===== src/rtl/pe_fxp_pkg.sv =====
// Fixed-point helpers shared by the PE datapath: wide intermediate type,
// round-half-up shift, and signed range limits for a given word width.
package pe_fxp_pkg;

    localparam int PE_FXP_MAXW = 129;

    typedef logic signed [PE_FXP_MAXW-1:0] pe_wide_t;

    function automatic int prod_width(input int dw);
        return 2 * dw;
    endfunction

    function automatic int sum_width(input int dw);
        return 2 * dw + 1;
    endfunction

    // Adding half an LSB before the arithmetic shift gives round-half-up.
    function automatic pe_wide_t round_shift(input pe_wide_t p, input int frac);
        if (frac > 0)
            return (p + (pe_wide_t'(1) <<< (frac - 1))) >>> frac;
        else
            return p;
    endfunction

    function automatic pe_wide_t fxp_max(input int dw);
        return (pe_wide_t'(1) <<< (dw - 1)) - pe_wide_t'(1);
    endfunction

    function automatic pe_wide_t fxp_min(input int dw);
        return -(pe_wide_t'(1) <<< (dw - 1));
    endfunction

endpackage


===== src/rtl/pe_fxp_mac.sv =====
// Combinational multiply, round, accumulate and range check for one PE.
// Out-of-range results wrap unless PE_FXP_SATURATE_EN is defined (then clamp).
module pe_fxp_mac
    import pe_fxp_pkg::*;
#(
    parameter int DATA_WIDTH = 16,
    parameter int FRAC_BITS  = 8
) (
    input  logic signed [DATA_WIDTH-1:0] act,
    input  logic signed [DATA_WIDTH-1:0] weight,
    input  logic signed [DATA_WIDTH-1:0] psum,
    output logic signed [DATA_WIDTH-1:0] result,
    output logic                         overflow
);

    localparam int PW = 2 * DATA_WIDTH;

    logic signed [PW-1:0] prod;
    pe_wide_t             shifted;
    pe_wide_t             sum;
    pe_wide_t             max_w;
    pe_wide_t             min_w;

    always_comb begin
        prod     = PW'(act) * PW'(weight);
        shifted  = round_shift(pe_wide_t'(prod), FRAC_BITS);
        sum      = shifted + pe_wide_t'(psum);
        max_w    = fxp_max(DATA_WIDTH);
        min_w    = fxp_min(DATA_WIDTH);
        overflow = (sum > max_w) || (sum < min_w);
`ifdef PE_FXP_SATURATE_EN
        if (sum > max_w)
            result = max_w[DATA_WIDTH-1:0];
        else if (sum < min_w)
            result = min_w[DATA_WIDTH-1:0];
        else
            result = sum[DATA_WIDTH-1:0];
`else
        result = sum[DATA_WIDTH-1:0];
`endif
    end

endmodule


===== src/rtl/pe_fxp_dbuf.sv =====
// Systolic-array PE: fixed-point MAC with shadow/active weight double buffer
// and sticky overflow. Build with PE_FXP_SATURATE_EN to clamp instead of wrap.
module pe_fxp_dbuf
    import pe_fxp_pkg::*;
#(
    parameter int DATA_WIDTH = 16,
    parameter int FRAC_BITS  = 8
) (
    input  logic                         clk,
    input  logic                         rst,
    input  logic                         pe_enabled,
    input  logic signed [DATA_WIDTH-1:0] pe_psum_in,
    input  logic signed [DATA_WIDTH-1:0] pe_weight_in,
    input  logic                         pe_accept_w_in,
    input  logic signed [DATA_WIDTH-1:0] pe_input_in,
    input  logic                         pe_valid_in,
    input  logic                         pe_switch_in,
    output logic signed [DATA_WIDTH-1:0] pe_psum_out,
    output logic signed [DATA_WIDTH-1:0] pe_weight_out,
    output logic signed [DATA_WIDTH-1:0] pe_input_out,
    output logic                         pe_valid_out,
    output logic                         pe_switch_out,
    output logic                         pe_overflow
);

    logic signed [DATA_WIDTH-1:0] shadow_w;
    logic signed [DATA_WIDTH-1:0] active_w;
    logic signed [DATA_WIDTH-1:0] eff_w;
    logic signed [DATA_WIDTH-1:0] mac_result;
    logic                         mac_ovf;

    // A switch in this cycle makes the pre-edge shadow weight effective immediately.
    assign eff_w = pe_switch_in ? shadow_w : active_w;

    pe_fxp_mac #(
        .DATA_WIDTH (DATA_WIDTH),
        .FRAC_BITS  (FRAC_BITS)
    ) u_mac (
        .act      (pe_input_in),
        .weight   (eff_w),
        .psum     (pe_psum_in),
        .result   (mac_result),
        .overflow (mac_ovf)
    );

    always_ff @(posedge clk) begin
        if (rst || !pe_enabled) begin
            shadow_w      <= '0;
            active_w      <= '0;
            pe_psum_out   <= '0;
            pe_weight_out <= '0;
            pe_input_out  <= '0;
            pe_valid_out  <= 1'b0;
            pe_switch_out <= 1'b0;
            pe_overflow   <= 1'b0;
        end else begin
            pe_valid_out  <= pe_valid_in;
            pe_switch_out <= pe_switch_in;
            pe_input_out  <= pe_valid_in ? pe_input_in : '0;
            pe_weight_out <= pe_accept_w_in ? pe_weight_in : '0;
            pe_psum_out   <= pe_valid_in ? mac_result : '0;
            if (pe_accept_w_in)
                shadow_w <= pe_weight_in;
            if (pe_switch_in)
                active_w <= shadow_w;
            if (pe_valid_in && mac_ovf)
                pe_overflow <= 1'b1;
        end
    end

endmodule


===== config.mk =====
export PLATFORM = sky130hd
export DESIGN_NAME = pe_fxp_dbuf
export DESIGN_NICKNAME = d
export VERILOG_FILES = /design/src/rtl/pe_fxp_pkg.sv /design/src/rtl/pe_fxp_mac.sv /design/src/rtl/pe_fxp_dbuf.sv
export SDC_FILE = /design/constraint.sdc
export NUM_CORES = 1
export LEC_CHECK = 0
export CORE_ASPECT_RATIO = 0.9
export CORE_UTILIZATION = 60
export CTS_CLUSTER_DIAMETER = 60
export DETAILED_ROUTE_END_ITERATION = 12
export PLACE_DENSITY = 0.89
export SLEW_MARGIN = 20
export SYNTH_ARGS = -nofsm -noshare
export SYNTH_HDL_FRONTEND = slang
export SYNTH_SLANG_ARGS = --single-unit

===== constraint.sdc =====
create_clock -name clk -period 10.81 [get_ports clk]
set_input_delay 1.6215 -clock clk [delete_from_list [all_inputs] [get_ports clk]]
set_output_delay 1.6215 -clock clk [all_outputs]
set_load 0.005 [all_outputs]

* Word-level counts from Yosys, hierarchy flattened
Index checks and enable logic that the tools add are counted.
** Storage, ports and cells
- Register bits after elaboration :: 83
- Logic and storage cells :: 22
** Operators by class
- $lt $le $gt $ge :: 2
- $add $sub $neg :: 2
- Bitwise gates (word level) :: 2
- Multiply operators :: 1
- Multiplexer cells :: 1
- Reductions and logical operators :: 6
** Operators with widths (number)
- greater-than comparator 129 x 16 -> 1 bit, second input constant :: 1
- less-than comparator 129 x 16 -> 1 bit, second input constant :: 1
- adder 32 x 9 -> 33 bit, second input constant :: 1
- multiplier 16 x 16 -> 32 bit :: 1
- adder 25 x 16 -> 26 bit :: 1
- two-way mux 16 bit :: 1
- OR reduction 2 bit :: 2
- logical OR 1 bit :: 2
- NOT 1 bit :: 2
- logical AND 1 bit :: 1
- zero test 1 bit :: 1

* Depth between registers and ports, before layout
- Depth in word-level cells :: 7
- Gate-level depth with buffers :: 37

* Modules after synthesis
Synthesis repeated with hierarchy kept, for this count alone.
** Unflattened totals
- Cells, all modules :: 1508
- Area, all modules :: 13785.7 µm²
** Modules (own cells, without submodules)
- pe_fxp_mac :: area each 11179.5 µm², seq. area each 0.0 µm², cells each 1274, times used 1
- pe_fxp_dbuf :: area each 2606.2 µm², seq. area each 1661.6 µm², cells each 234, times used 1

* Worst setup path after synthesis
Ideal clock, no wire load.
- Path kind :: input to register
- From :: in pe_switch_in
- To :: reg pe_overflow
- Stages on the path :: 34
- Setup slack :: 0.730 ns
- Required time :: 10.684 ns
- Arrival time :: 9.954 ns
- Setup time :: 0.126 ns
- Path through :: buf_6 clkbuf_1 mux2_2 clkbuf_1 nand2_1 fa_1 fa_1 fa_1 inv_1 fa_1 fa_1 inv_1 fa_1 inv_1 ha_1 a211oi_2 o21bai_1 a211oi_1 a211oi_4 o31ai_2 nand2b_2 a211o_1 a21oi_2 xnor2_1 ha_1 buf_2 and4_1 and3_1 or4b_1 nand3_1 xnor2_1 a2111oi_0 and4_1 nor3_1
** On the way
- Longest elaborated chain between the ends :: 7
- Elaborated cells between the ends (all ways) :: 8
- Those cells by class :: add/sub: 2; mul: 1; order compare: 2; mux: 1; reduce/logical: 2
** Ends and longest elaborated chain
- start, declared :: line pe_fxp_dbuf.sv:17 : input logic pe_switch_in,
- two-way mux 16 bit (*)
- multiplier 16 x 16 -> 32 bit (*) :: line pe_fxp_mac.sv:25 : prod = PW'(act) * PW'(weight);
- adder 32 x 9 -> 33 bit (*) :: line pe_fxp_pkg.sv:20 : return (p + (pe_wide_t'(1) <<< (frac - 1))) >>> frac;
- adder 25 x 16 -> 26 bit (*) :: line pe_fxp_mac.sv:27 : sum = shifted + pe_wide_t'(psum);
- greater-than comparator 129 x 16 -> 1 bit or less-than comparator 129 x 16 -> 1 bit (tied branches) :: line pe_fxp_mac.sv:30 : overflow = (sum > max_w) || (sum < min_w);
- logical OR 1 bit (*) :: line pe_fxp_mac.sv:30
- logical AND 1 bit (*) :: line pe_fxp_dbuf.sv:66 : if (pe_valid_in && mac_ovf)
- end signal, assigned :: line pe_fxp_dbuf.sv:55 : pe_overflow <= 1'b0;
- end signal, assigned :: line pe_fxp_dbuf.sv:67 : pe_overflow <= 1'b1;
- end, declared :: line pe_fxp_dbuf.sv:23 : output logic pe_overflow
Mark *: on every way between the ends. The rest lies on a longest branch, timed or not.
A chain may end at the register's enable or synchronous reset.

* Worst setup path after layout
Ends and elaborated chain as after synthesis.

==> flow_metrics.py <==
metrics = {
    "power": {
        "p_sw_w": 0.000532,
        "combPwrFrac_pct": 50.5,
        "vdd_ir_drop_max_uv": 82.2,
        "pwr-share-seq_pct": 24.9,
        "power_w": 0.00129,
        "leakage_nw": 7.79,
        "power_density_mw_per_mm2": 83.8,
        "p_int_w": 0.000761,
        "power_frac_clock_pct": 24.6,
        "p_sw_share_pct": 41.1,
    },
    "global_routing": {
        "grtUsageTotal_pct": 29.4,
        "antenna_found_initial": 0,
        "grt_pass1_wl_um": 54200,
        "grt_pass1_vias": 11100,
        "grt_max_degree": 47,
        "grt_overflow_total": 0,
    },
    "clock_network": {
        "cts_made_buffers": 9,
        "cts_tree": "done",
        "clk_latency_ns": 0.36,
        "hold_buffers": 0,
        "clock_sinks": 83,
        "htreeDepth": 3,
        "cts.reportedPaths.clkPinSlew_ns": 0.07,
        "cts_buffer_depth": 2,
        "cts_root_buf": "clkbuf_16",
        "postCtsSetupBuffers": 0,
    },
    "routing": {
        "drcViolationCount": 0,
        "viasPerCell": 5.53,
        "wl_um": 32400,
        "detail_route.wl_per_cell_um": 17.2,
        "initialDrtViolationCount": 701,
        "vias": 10400,
        "drt_first_pass_iters": 5,
        "detail-route-antenna-nets": 0,
    },
    "timing": {
        "slew_headroom_pct": 38.3,
        "setup_viol_count_final": 0,
        "tightest_slew_ns": 0.926,
        "fin_crit_ns": 10.14,
        "skew_ns": 0.0109,
        "rsz0062_at_grt": "false",
        "tns_ns": 0,
        "maxSlewViolCount": 0,
        "fin_crit_sh_pct": 93.8,
        "fmaxAchievable_mhz": 98.6,
        "hold_viol_final": 0,
    },
    "synthesis": {
        "synth_edf_count": 0,
        "synthArstFlopShare_pct": 0,
        "synthesis.area_sq_mm": 0.0137,
        "synthFlopType": "dfxtp_1",
        "synth_largest_area_cell": "fa_1",
        "syn_area_per_cell_sq_um": 9.23,
        "synth_warnings": 0,
        "syn_inst": 1481,
        "synth_top_area_share_pct": 39.2,
        "synth_nets": 1907,
        "ys_seq_area_share_pct": 12.2,
        "yosys.cell_types.count": 64,
        "ys_ff_latch": 83,
        "synthTopCellsByArea": "fa_1 39%, dfxtp_1 12%, ha_1 9.5%",
    },
    "critical_path": {
        "cp_data_arrival_time_ns": 10.38,
        "r2r_cells": 29,
        "setup.worst_path.end": "pe_overflow$_SDFFE_PP0P_",
        "crit_required_ns": 11.05,
        "regToRegStartpoint": "shadow_w[2]$_SDFFE_PP0P_",
        "crit_type": "input pin to register",
        "timing.critical_path.mode_cell": "fa_1",
        "crit_path_end_kind": "register",
        "cp_slowest_cell": "fa_1",
        "worstReg2RegEnd": "pe_overflow$_SDFFE_PP0P_",
        "r2r_setup_slack_ns": 2.18,
        "cp-start-kind": "input pin",
        "slowest_delay_ns": 0.56,
        "cp_max_fo": 16,
        "cp-startpoint": "pe_switch_in",
    },
    "die": {
        "io_pins": 105,
        "rows": 52,
        "fp.dieW_um": 161,
        "die_y_um": 145,
        "start_util_pct": 60.9,
        "coreArea_sq_mm": 0.0224,
        "dieArea_sq_mm": 0.0234,
    },
    "flow_run": {
        "max_cap_viol_count": 0,
    },
    "final_layout": {
        "fin_nets": 2001,
        "n_fill_cell": 1611,
        "drive_gt1_share_pct": 5.32,
        "area_growth_pct": 12.9,
        "num_antenna_cells": 0,
        "utilization_pct": 68.8,
    },
    "status": {
        "outcome": "finished clean",
    },
    "placement": {
        "place_congestion": 0.972,
        "dpl.hpwl_um": 26100,
        "io_buffers": 104,
    },
    "min_path": {
        "hold_class": "register to register",
    },
}
==> worst min-delay path by stage <==
| stage | from | end | slack (ns) | depth (start not counted) |
|---|---|---|---|---|
| 3_3_place_gp | shadow_w[2]$_SDFFE_PP0P_ | shadow_w[2]$_SDFFE_PP0P_ | 0.48 | 2 |
| 2_1_floorplan | shadow_w[10]$_SDFFE_PP0P_ | shadow_w[10]$_SDFFE_PP0P_ | 0.45 | 2 |
| 3_5_place_dp | shadow_w[1]$_SDFFE_PP0P_ | shadow_w[1]$_SDFFE_PP0P_ | 0.49 | 2 |
| 4_1_cts | shadow_w[3]$_SDFFE_PP0P_ | shadow_w[3]$_SDFFE_PP0P_ | 0.50 | 2 |
| 6_report | shadow_w[10]$_SDFFE_PP0P_ | shadow_w[10]$_SDFFE_PP0P_ | 0.50 | 2 |
| 5_1_grt | shadow_w[7]$_SDFFE_PP0P_ | shadow_w[7]$_SDFFE_PP0P_ | 0.53 | 2 |
==> final cells by class <==
type | count | area, sq um | share of cell area [%]
Clock buffer | 9 | 225 | 1.46
Clock inverter | 7 | 76.3 | 0.495
Inverter | 329 | 1230 | 8.00
Timing Repair Buffer | 138 | 1300 | 8.42
Multi-Input combinational cell | 1014 | 10600 | 68.5
Sequential cell | 83 | 1660 | 10.8
Tap cell | 297 | 372 | 2.41
==> sequential cells by signal, indices dropped and copies added, names as in the netlist <==
register	flops
pe_weight_out	16
pe_psum_out	16
pe_input_out	16
pe_overflow	1
shadow_w	16
active_w	16
pe_valid_out	1
pe_switch_out	1
==> synthesized netlist by cell type (5+ instances only) <==
cell,count
inv_1,329
fa_1,268
nand2_1,136
ha_1,104
dfxtp_1,83
nor2_1,75
and2_1,70
nor2b_1,62
clkbuf_1,48
and3_1,37
xnor2_1,32
a21oi_1,26
mux2i_1,23
o21ai_0,17
xor2_1,17
a21o_1,14
nand2b_1,14
nand3_1,12
mux2_2,10
nor3_1,10
a211oi_1,9
nand4_1,7
or2_2,7
o21bai_1,6
o31ai_1,6
buf_2,5
o21a_1,5
==> cells by family (layout without fill, tap and decap cells) <==
group,Yosys count,count (layout),synth area share [%]
AND/OR/NAND/NOR,444,444,16.5
adder cells (fa/ha/maj),372,372,48.8
multiplexers,35,35,2.72
XOR/XNOR,49,49,3.14
buffers and inverters,384,483,10.6
AO/OA/AOI/OAI,114,114,6.08
flip-flops,83,83,12.2
==> power by group through the flow <==
stage          Combinational [W]  Clock (W)  Sequential (W)
2_1_floorplan           0.000463          0        0.000329
6_report                0.000653   0.000319        0.000322
4_1_cts                 0.000650   0.000319        0.000322
3_5_place_dp            0.000643          0        0.000329
5_1_grt                 0.000729   0.000334        0.000323
3_3_place_gp            0.000628          0        0.000329
==> through the flow <==
step,setup slack [ns],area [sq um],std cells,hold slack [ns]
2_1_floorplan,0.730,13700,1481,0.454
3_3_place_gp,0.228,15100,1861,0.475
3_5_place_dp,0.0317,15100,1861,0.489
4_1_cts,0.325,15400,1877,0.502
5_1_grt,0.163,15400,1877,0.529
6_report,0.671,15400,1877,0.504
==> repair_timing <==
| action | CTS | global route |
|---|---|---|
| endpoints found under the setup margin | 0 | 1 |
| gates resized for setup | 0 | 2 |
| endpoints found under the hold margin | 0 | 0 |
==> per-layer routing <==
metal	global-route usage [%]	wire, um	up-vias
li1	-	-	4665
met1	36.6	12400	5229
met2	50.8	16900	396
met3	3.74	1850	89
met4	13.3	1190	0
met5	0	0	-
==> worst max-delay path: cells and delay by family <==
kind            cells  cell delay [ns]
fa+ha+maj           8             3.93
compound gates      7             1.72
simple gates        8             1.48
buf+inv             4             0.85
mux                 1             0.49
xor+xnor            2             0.26
==> cells in the final DEF, fill, tap and decap left out, drive strengths merged, types with 2 or more instances in the layout <==
cell type | synthesis | layout
and4 | 3 | 3
a31oi | 4 | 4
clkbuf | 48 | 9
nand4 | 7 | 7
or4 | 3 | 3
and2 | 70 | 70
nand3 | 12 | 12
ha | 104 | 104
o311ai | 2 | 2
xnor2 | 32 | 32
clkinv | 0 | 2
dfxtp | 83 | 83
nor2 | 76 | 76
o211a | 2 | 2
mux2 | 11 | 11
a21o | 14 | 14
o21a | 6 | 6
o21bai | 7 | 7
o31a | 2 | 2
o31ai | 7 | 7
a211oi | 11 | 11
nor2b | 62 | 62
xor2 | 17 | 17
a21oi | 27 | 27
inv | 329 | 334
buf | 7 | 34
nand2b | 15 | 15
and3 | 37 | 37
mux2i | 24 | 24
or2 | 7 | 7
fa | 268 | 268
nor3 | 10 | 10
clkdlybuf4s50 | 0 | 103
nor4 | 2 | 2
a211o | 2 | 2
o21ai | 20 | 20
nand2 | 136 | 136
No activity file was read; power rests on OpenSTA's default activity.
